--- src/rtl/tdm_demux4_if.sv ---
// tdm_demux4_if: link between a TDM sample source and the 4-lane demultiplexer.
//   master: drives din/din_valid/sof, observes the rebuilt lanes and status.
//   slave : receives the serial stream, drives a..d, frame_valid, frame_err,
//           slot and locked.
interface tdm_demux4_if #(
  parameter int unsigned WIDTH = 1
);
  logic [WIDTH-1:0] din;
  logic             din_valid;
  logic             sof;
  logic [WIDTH-1:0] a;
  logic [WIDTH-1:0] b;
  logic [WIDTH-1:0] c;
  logic [WIDTH-1:0] d;
  logic             frame_valid;
  logic             frame_err;
  logic [1:0]       slot;
  logic             locked;

  modport master (
    output din, din_valid, sof,
    input  a, b, c, d, frame_valid, frame_err, slot, locked
  );

  modport slave (
    input  din, din_valid, sof,
    output a, b, c, d, frame_valid, frame_err, slot, locked
  );
endinterface

--- src/rtl/tdm_demux4.sv ---
// tdm_demux4: rebuilds four parallel lanes (a..d) from a serial TDM stream
// whose slots 0..3 carry channels a, b, c, d. Lanes update together once per
// complete frame; framing errors (early or missing sof) pulse frame_err.
// Ports:
//   clk  - rising-edge clock
//   rst  - synchronous active-high reset
//   bus  - tdm_demux4_if.slave: din/din_valid/sof in; a..d, frame_valid,
//          frame_err, slot (next expected slot), locked (in RUN) out
module tdm_demux4 #(
  parameter int unsigned WIDTH = 1
) (
  input  logic         clk,
  input  logic         rst,
  tdm_demux4_if.slave  bus
);

  localparam int unsigned SLOT_W = 2;

  typedef enum logic {
    IDLE = 1'b0,
    RUN  = 1'b1
  } state_t;

  state_t state_q, state_d;

  logic [SLOT_W-1:0] slot_q, slot_d;
  logic [WIDTH-1:0]  sh0_q, sh1_q, sh2_q;
  logic [WIDTH-1:0]  sh0_d, sh1_d, sh2_d;
  logic [WIDTH-1:0]  a_q, b_q, c_q, d_q;
  logic [WIDTH-1:0]  a_d, b_d, c_d, d_d;
  logic              fv_q, fv_d;
  logic              fe_q, fe_d;

  // State and datapath registers
  always_ff @(posedge clk) begin
    if (rst) begin
      state_q <= IDLE;
      slot_q  <= '0;
      sh0_q   <= '0;
      sh1_q   <= '0;
      sh2_q   <= '0;
      a_q     <= '0;
      b_q     <= '0;
      c_q     <= '0;
      d_q     <= '0;
      fv_q    <= 1'b0;
      fe_q    <= 1'b0;
    end else begin
      state_q <= state_d;
      slot_q  <= slot_d;
      sh0_q   <= sh0_d;
      sh1_q   <= sh1_d;
      sh2_q   <= sh2_d;
      a_q     <= a_d;
      b_q     <= b_d;
      c_q     <= c_d;
      d_q     <= d_d;
      fv_q    <= fv_d;
      fe_q    <= fe_d;
    end
  end

  // Next state: sof always (re)enters RUN; a non-sof sample at slot 0 drops lock
  always_comb begin
    state_d = state_q;
    if (bus.din_valid) begin
      if (bus.sof) begin
        state_d = RUN;
      end else if (state_q == RUN && slot_q == SLOT_W'(0)) begin
        state_d = IDLE;
      end
    end
  end

  // Next values for slot, shadow, lanes and pulses
  always_comb begin
    slot_d = slot_q;
    sh0_d  = sh0_q;
    sh1_d  = sh1_q;
    sh2_d  = sh2_q;
    a_d    = a_q;
    b_d    = b_q;
    c_d    = c_q;
    d_d    = d_q;
    fv_d   = 1'b0;
    fe_d   = 1'b0;
    if (bus.din_valid) begin
      if (bus.sof) begin
        // Early sof discards the partial frame; lanes keep the last good one
        fe_d   = (state_q == RUN) && (slot_q != SLOT_W'(0));
        sh0_d  = bus.din;
        slot_d = SLOT_W'(1);
      end else if (state_q == RUN) begin
        if (slot_q == SLOT_W'(0)) begin
          fe_d   = 1'b1;
          slot_d = '0;
        end else begin
          case (slot_q)
            SLOT_W'(1): sh1_d = bus.din;
            SLOT_W'(2): sh2_d = bus.din;
            default: begin
              // Slot 3 completes the frame: all four lanes move on one edge
              a_d  = sh0_q;
              b_d  = sh1_q;
              c_d  = sh2_q;
              d_d  = bus.din;
              fv_d = 1'b1;
            end
          endcase
          slot_d = slot_q + SLOT_W'(1);
        end
      end
    end
  end

  assign bus.a           = a_q;
  assign bus.b           = b_q;
  assign bus.c           = c_q;
  assign bus.d           = d_q;
  assign bus.frame_valid = fv_q;
  assign bus.frame_err   = fe_q;
  assign bus.slot        = slot_q;
  assign bus.locked      = (state_q == RUN);

endmodule

--- src/flat_wrapper.sv ---
// flat-port wrapper written by rule: the top's interface ports become plain ports
module tdm_demux4_flat 
#(
  parameter int unsigned WIDTH = 1
)
  (clk, rst, bus_din, bus_din_valid, bus_sof, bus_a, bus_b, bus_c, bus_d, bus_frame_valid, bus_frame_err, bus_slot, bus_locked);
  tdm_demux4_if #(.WIDTH(WIDTH)) bus_i ();
  input  logic clk;
  input  logic rst;
  input wire logic [$bits(bus_i.din)-1:0] bus_din;
  input wire logic [$bits(bus_i.din_valid)-1:0] bus_din_valid;
  input wire logic [$bits(bus_i.sof)-1:0] bus_sof;
  output wire logic [$bits(bus_i.a)-1:0] bus_a;
  output wire logic [$bits(bus_i.b)-1:0] bus_b;
  output wire logic [$bits(bus_i.c)-1:0] bus_c;
  output wire logic [$bits(bus_i.d)-1:0] bus_d;
  output wire logic [$bits(bus_i.frame_valid)-1:0] bus_frame_valid;
  output wire logic [$bits(bus_i.frame_err)-1:0] bus_frame_err;
  output wire logic [$bits(bus_i.slot)-1:0] bus_slot;
  output wire logic [$bits(bus_i.locked)-1:0] bus_locked;
  assign bus_i.din = bus_din;
  assign bus_i.din_valid = bus_din_valid;
  assign bus_i.sof = bus_sof;
  assign bus_a = bus_i.a;
  assign bus_b = bus_i.b;
  assign bus_c = bus_i.c;
  assign bus_d = bus_i.d;
  assign bus_frame_valid = bus_i.frame_valid;
  assign bus_frame_err = bus_i.frame_err;
  assign bus_slot = bus_i.slot;
  assign bus_locked = bus_i.locked;
  tdm_demux4 #(.WIDTH(WIDTH)) u_core (.clk(clk), .rst(rst), .bus(bus_i));
endmodule
--- config.mk ---
export PLATFORM = sky130hd
export DESIGN_NAME = tdm_demux4_flat
export DESIGN_NICKNAME = d
export VERILOG_FILES = /design/src/rtl/tdm_demux4_if.sv /design/src/rtl/tdm_demux4.sv /design/src/flat_wrapper.sv
export SDC_FILE = /design/constraint.sdc
export NUM_CORES = 1
export LEC_CHECK = 0
export CAP_MARGIN = 20
export CORE_AREA = 3 3 40 42
export DETAILED_ROUTE_END_ITERATION = 8
export DIE_AREA = 0 0 43 45
export HOLD_SLACK_MARGIN = 0.02
export PLACE_DENSITY = 0.71
export SETUP_SLACK_MARGIN = 0.15
export SLEW_MARGIN = 20
export SYNTH_ARGS = -nofsm -noshare
export SYNTH_HDL_FRONTEND = slang
export SYNTH_SLANG_ARGS = --single-unit
--- constraint.sdc ---
create_clock -name clk -period 2.3 [get_ports clk]
set_input_delay 0.345 -clock clk [delete_from_list [all_inputs] [get_ports clk]]
set_output_delay 0.345 -clock clk [all_outputs]
set_load 0.02 [all_outputs]
==> flow_summary.toml, run 1 <==
[critical_path]
crit-reg2reg-launch = "u_core.bus.slot[1]"
crit_start = "u_core.bus.locked"
reg2reg_depth = 5
startpoint_type = "flop"
slowest_delay_ns = 0.64
regToRegSetupSlack_ns = 0.79
endpoint = "bus_locked"
critPathTopFamily = "buffers and inverters"
critPathRequiredTime_ns = 1.96
setup.worst_path.end_class = "output port"
worst-path-max-fanout = 8
crit_arrival_ns = 1.34
worstPathCellList = "clkdlybuf4s50_1"
crit_buf_inv = 1
worst_r2r_endpoint = "u_core.bus.a"
crit_type = "reg2out"
slowest_stage = "clkdlybuf4s50_1"
path_depth = 1

[die]
die_y_um = 45
die_area_sq_mm = 0.00194
core-area_sq_mm = 0.00128
start_util = 0.441
io_pins = 14
placementRows = 13
die_w_um = 43

[cts]
clkTransAtPathRegs_ns = 0.07
cts_sinks = 12
clock_latency_ns = 0.27
cts_buffer_depth = 2
postCtsSetupRepairBufs = 0
clk_root_buffer_cell = "clkbuf_4"
cts_resized = 0
cts_tree = "yes"
cts_buffers = 3
hold_buffers = 0
htreeDepth = 1

[sta]
finalCritPeriodShare = 0.735
relSlewSlack = 0.717
timing.fmax_mhz = 592
tns_ns = 0
layout_setup_ws_ns = 0.610
whs_ns = 0.463
worstMarginPinSlew_ns = 0.424
hold_viol_final = 0
fin_crit_ns = 1.69
rsz0062_at_grt = "false"
setup_viol = 0
final-max-slew-violation-count = 0
clock_skew_ns = 0.00329

[pwr]
leakagePower_nw = 0.287
switching_share = 0.224
vdd.ir_drop.worst_mv = 0.333
p_switching_mw = 0.0959
seqPwrFrac = 0.503
power_frac_clock = 0.386
p_comb_frac = 0.112
p_int_mw = 0.332
power_density_mw_per_mm2 = 578

[logic_synthesis]
ys_seq_area_frac = 0.424
yosysUniqueCellTypes = 22
synth_top_area_share = 0.424
yosys.area.top_type = "dfxtp_1"
synthesis.nets = 66
ys.warnings.count = 0
avgSynthCellArea_sq_um = 9.94
syn_area_sq_um = 567
synth-seq-cells = 12
synthTopCellsByArea = "dfxtp_1, mux2i_1, ha_1, nand2b_1, nand2_1"
synthCells = 57

[global_route]
grt-ovfl-total = 0
track_usage = 0.122
grt_max_degree = 16
antenna_found_initial = 0
grt_pass1_wl_um = 1740
grt_pass1_vias = 408

[detailed_routing]
dr.pass1.iters = 4
drt-initial-drc-count = 9
ant_nets = 0
vias_per_cell = 4.94
vias = 430
wl_per_cell_um = 11.5
wl_um = 1000
route.detailed.drc = 0

[place]
io_buffers = 13
gp_congestion = 0.709
post-place-ws_ns = 0.626

[layout]
nets = 82
final_cell_mix = "clkdlybuf4s50_1, dfxtp_1, nand2b_1"
syn_to_final_growth_pct = 30.7
final_common_cell = "clkdlybuf4s50_1"
n_antenna_cell = 0
drive_gt1_frac = 0.111

[hold_path]
min_from = "u_core.sh0_q"
hp-class = "reg2reg"

[job]
cap_violations = 0

[outcome]
status = "completed"
## flip-flops by register name, indices dropped and copies added (netlist names)
register                count
u_core.bus.slot             2
u_core.bus.a                1
u_core.bus.b                1
u_core.bus.c                1
u_core.bus.d                1
u_core.bus.frame_err        1
u_core.bus.frame_valid      1
u_core.bus.locked           1
u_core.sh0_q                1
u_core.sh1_q                1
u_core.sh2_q                1
## worst min-delay path by stage
| stage | endpoint | slack, ns | cells after the start |
|---|---|---|---|
| after floorplan | u_core.sh0_q | 0.44 | 2 |
| after global placement | u_core.sh0_q | 0.45 | 2 |
| after detailed placement | u_core.sh0_q | 0.45 | 2 |
| after CTS | u_core.sh0_q | 0.46 | 2 |
| after global routing | u_core.sh0_q | 0.49 | 2 |
| final | u_core.sh0_q | 0.46 | 2 |
## power by group through the flow
stage	Combinational [mW]	Sequential [mW]	Clock (mW)
after global placement	0.0476	0.220	0
after CTS	0.0482	0.215	0.173
final	0.0478	0.215	0.165
after floorplan	0.0256	0.224	0
after global routing	0.0522	0.216	0.182
after detailed placement	0.0477	0.220	0
## final cells by class
| type | instances | area [sq um] |
|---|---|---|
| Timing Repair Buffer | 13 | 130 |
| Clock buffer | 4 | 36.3 |
| Inverter | 2 | 7.51 |
| Multi-Input combinational cell | 41 | 308 |
| Fill cell | 130 | 544 |
| Sequential cell | 12 | 240 |
| Tap cell | 15 | 18.8 |
## routing by layer
metal  global-route usage  wire (um)  vias up
li1                     -          -      222
met1                0.156        472      198
met2                0.171        467        8
met3               0.0319         52        2
met4                0.102         10        0
met5                    0          0        -
## kinds of logic after synthesis
kind of cell | Yosys count | synth area share
flops | 12 | 0.424
compound gates | 6 | 0.0684
simple gates | 24 | 0.265
mux | 6 | 0.106
xor+xnor | 1 | 0.0155
fa+ha+maj | 4 | 0.0883
buf+inv | 4 | 0.0331
## per-stage QoR
| step | power (mW) | cell area, sq um | util | cells |
|---|---|---|---|---|
| 2_1_floorplan | 0.249 | 567 | - | 57 |
| 3_3_place_gp | 0.268 | 704 | 0.548 | 83 |
| 3_5_place_dp | 0.268 | 704 | 0.548 | 83 |
| 4_1_cts | 0.437 | 741 | 0.576 | 87 |
| 5_1_grt | 0.450 | 741 | 0.576 | 87 |
| 6_report | 0.428 | 741 | 0.576 | 87 |
## synthesized netlist by cell type
library cell  instances
o21a_1                1
nand3_1               2
ha_1                  4
clkbuf_1              1
nand2_1               7
inv_1                 2
o21ai_0               1
nand2b_1              8
and4bb_4              1
a21oi_1               2
mux2i_1               6
a211oi_1              1
dfxtp_1              12
nor3_1                1
xnor2_1               1
nor2_1                1
nor4bb_1              1
o32ai_1               1
buf_4                 1
nand2b_2              1
nor2b_4               1
or2_2                 1
Note: power is estimated with default switching activity, not from simulation.
==> run 2: changes to the inputs <==
clock period = 1.6 ns   (was 2.3 ns; I/O delays follow)
==> run 2 against run 1 <==
- die area is the same
- flip-flop and latch count is the same
- clock skew grew 0.0021 ns
- power grew 46%
- first-iteration DRC count shrank 44%
- sequential share of layout area shrank 0.89 points
- cell area grew 3.9%
- worst hold slack lost 0.0014 ns
- critical endpoint is now bus_frame_valid
- cell count grew 4.6%
- register-to-register slack lost 0.56 ns
- critical path depth is the same
==> flow_summary.toml, run 2 (synthesis results as in run 1) <==
[cts]
cts_buffers = 3
cts_buffer_depth = 2
cts_tree = "yes"
htreeDepth = 1
clkTransAtPathRegs_ns = 0.08
clock_latency_ns = 0.28
cts_sinks = 12
hold_buffers = 0
clk_root_buffer_cell = "clkbuf_4"
postCtsSetupRepairBufs = 0

[detailed_routing]
vias = 449
vias_per_cell = 4.93
wl_per_cell_um = 11.6
dr.pass1.iters = 3
route.detailed.drc = 0
wl_um = 1050
drt-initial-drc-count = 5
ant_nets = 0

[die]
core-area_sq_mm = 0.00128
start_util = 0.441
die_w_um = 43
placementRows = 13
io_pins = 14
die_area_sq_mm = 0.00194
die_y_um = 45

[job]
cap_violations = 0

[layout]
fin_util = 0.599
largest_reg_flops = 2
layout.cells.non_filler = 91
final_common_cell = "dfxtp_1"
n_antenna_cell = 0
final_cell_mix = "dfxtp_1, nand2b_1, nand2_1, dlygate4sd2_1, mux2i_1"
drive_gt1_frac = 0.211
syn_to_final_growth_pct = 35.8
nets = 86
fill_cells = 120

[pwr]
leakagePower_nw = 0.354
power_frac_clock = 0.386
switching_share = 0.229
p_switching_mw = 0.144
power_density_mw_per_mm2 = 815
vdd.ir_drop.worst_mv = 0.491
seqPwrFrac = 0.491
power.total_mw = 0.627
p_comb_frac = 0.123
p_int_mw = 0.483

[sta]
clock_skew_ns = 0.00534
rsz0062_at_grt = "true"
setup_viol = 0
relSlewSlack = 0.759
hold_viol_final = 0
final-max-slew-violation-count = 0
tns_ns = 0
fin_crit_ns = 1.42
worstMarginPinSlew_ns = 0.360
timing.fmax_mhz = 706
finalCritPeriodShare = 0.885

[global_route]
antenna_found_initial = 0
grt_pass1_vias = 443
grt-ovfl-total = 0
track_usage = 0.132
grt_pass1_wl_um = 1900
grt_max_degree = 12

[place]
dp_cells = 87
io_buffers = 13
gp_congestion = 0.725
hpwl_um = 843

[hold_path]
hp-class = "reg2reg"

[outcome]
status = "completed"

[critical_path]
crit_arrival_ns = 1.18
startpoint_type = "flop"
crit_buf_inv = 1
worstPathCellList = "clkdlybuf4s50_1"
worst-path-max-fanout = 1
slowest_delay_ns = 0.59
critPathTopFamily = "buffers and inverters"
setup.worst_path.end_class = "output port"
crit_type = "reg2out"
critPathRequiredTime_ns = 1.36
slowest_stage = "clkdlybuf4s50_1"
-- run 2: changes by cell type in the layout (fill, tap and decap cells not counted), moves of 2 or more --
| cell | previous run | this run |
|---|---|---|
| buf_4 | 0 | 4 |
| clkdlybuf4s50_1 | 13 | 5 |
| dfxtp_1 | 12 | 10 |
| dfxtp_2 | 0 | 2 |
| dlygate4sd2_1 | 0 | 7 |
-- run 2: worst paths after layout --
| check | start | to | slack (ns) | depth (start not counted) |
|---|---|---|---|---|
| min | u_core.sh0_q | u_core.sh0_q | 0.46 | 2 |
| max | u_core.bus.frame_valid | bus_frame_valid | 0.18 | 1 |
| max reg2reg | u_core.bus.slot[0] | u_core.bus.a | 0.23 | 5 |
| min reg2reg | u_core.sh0_q | u_core.sh0_q | 0.46 | 2 |
-- run 2: worst reg2reg max path: cells and delay by family, from the launching register on --
kind / cells / cell delay, ns
DFF: 1 / 0.34
buffers and inverters: 1 / 0.08
adders and majority gates: 1 / 0.21
and+or+nand+nor: 2 / 0.49
muxes: 1 / 0.18
-- run 2: timing repair --
item / in CTS / in global routing
pin swaps: 0 / 1
cloned: 0 / 0
endpoints found under the hold margin: 0 / 0
setup endpoints to repair: 9 / 3
gates resized for setup: 8 / 2
-- run 2: power groups by stage --
| stage | sequential, mW | clock (mW) | combinational [mW] |
|---|---|---|---|
| after floorplan | 0.322 | 0 | 0.0368 |
| after global placement | 0.315 | 0 | 0.0787 |
| after detailed placement | 0.315 | 0 | 0.0795 |
| after CTS | 0.308 | 0.250 | 0.0789 |
| after global routing | 0.309 | 0.264 | 0.0848 |
| final | 0.308 | 0.242 | 0.0771 |
-- run 2: metal layers --
layer | GRT usage | vias to the layer above | wire, um
li1 | - | 231 | -
met1 | 0.146 | 208 | 472
met2 | 0.237 | 10 | 516
met3 | 0.0518 | 0 | 64
met4 | 0.0361 | 0 | 0
met5 | 0 | - | 0
-- run 2: final cells by class --
type / instances / area (sq um) / share of cell area
tap: 15 / 18.8 / 0.0244
sequential: 12 / 243 / 0.315
clock buffer: 4 / 36.3 / 0.0472
multi-input combinational: 41 / 310 / 0.403
inverter: 2 / 7.51 / 0.00976
timing repair buffer: 17 / 154 / 0.200
-- run 2: per-stage QoR --
stage / worst slack (ns) / hold slack, ns / area (sq um)
floorplan: 0.151 / 0.387 / 569
global placement: 0.199 / 0.441 / 737
detailed placement: 0.132 / 0.454 / 737
CTS: 0.151 / 0.466 / 767
global route: 0.141 / 0.488 / 769
finish: 0.183 / 0.461 / 769
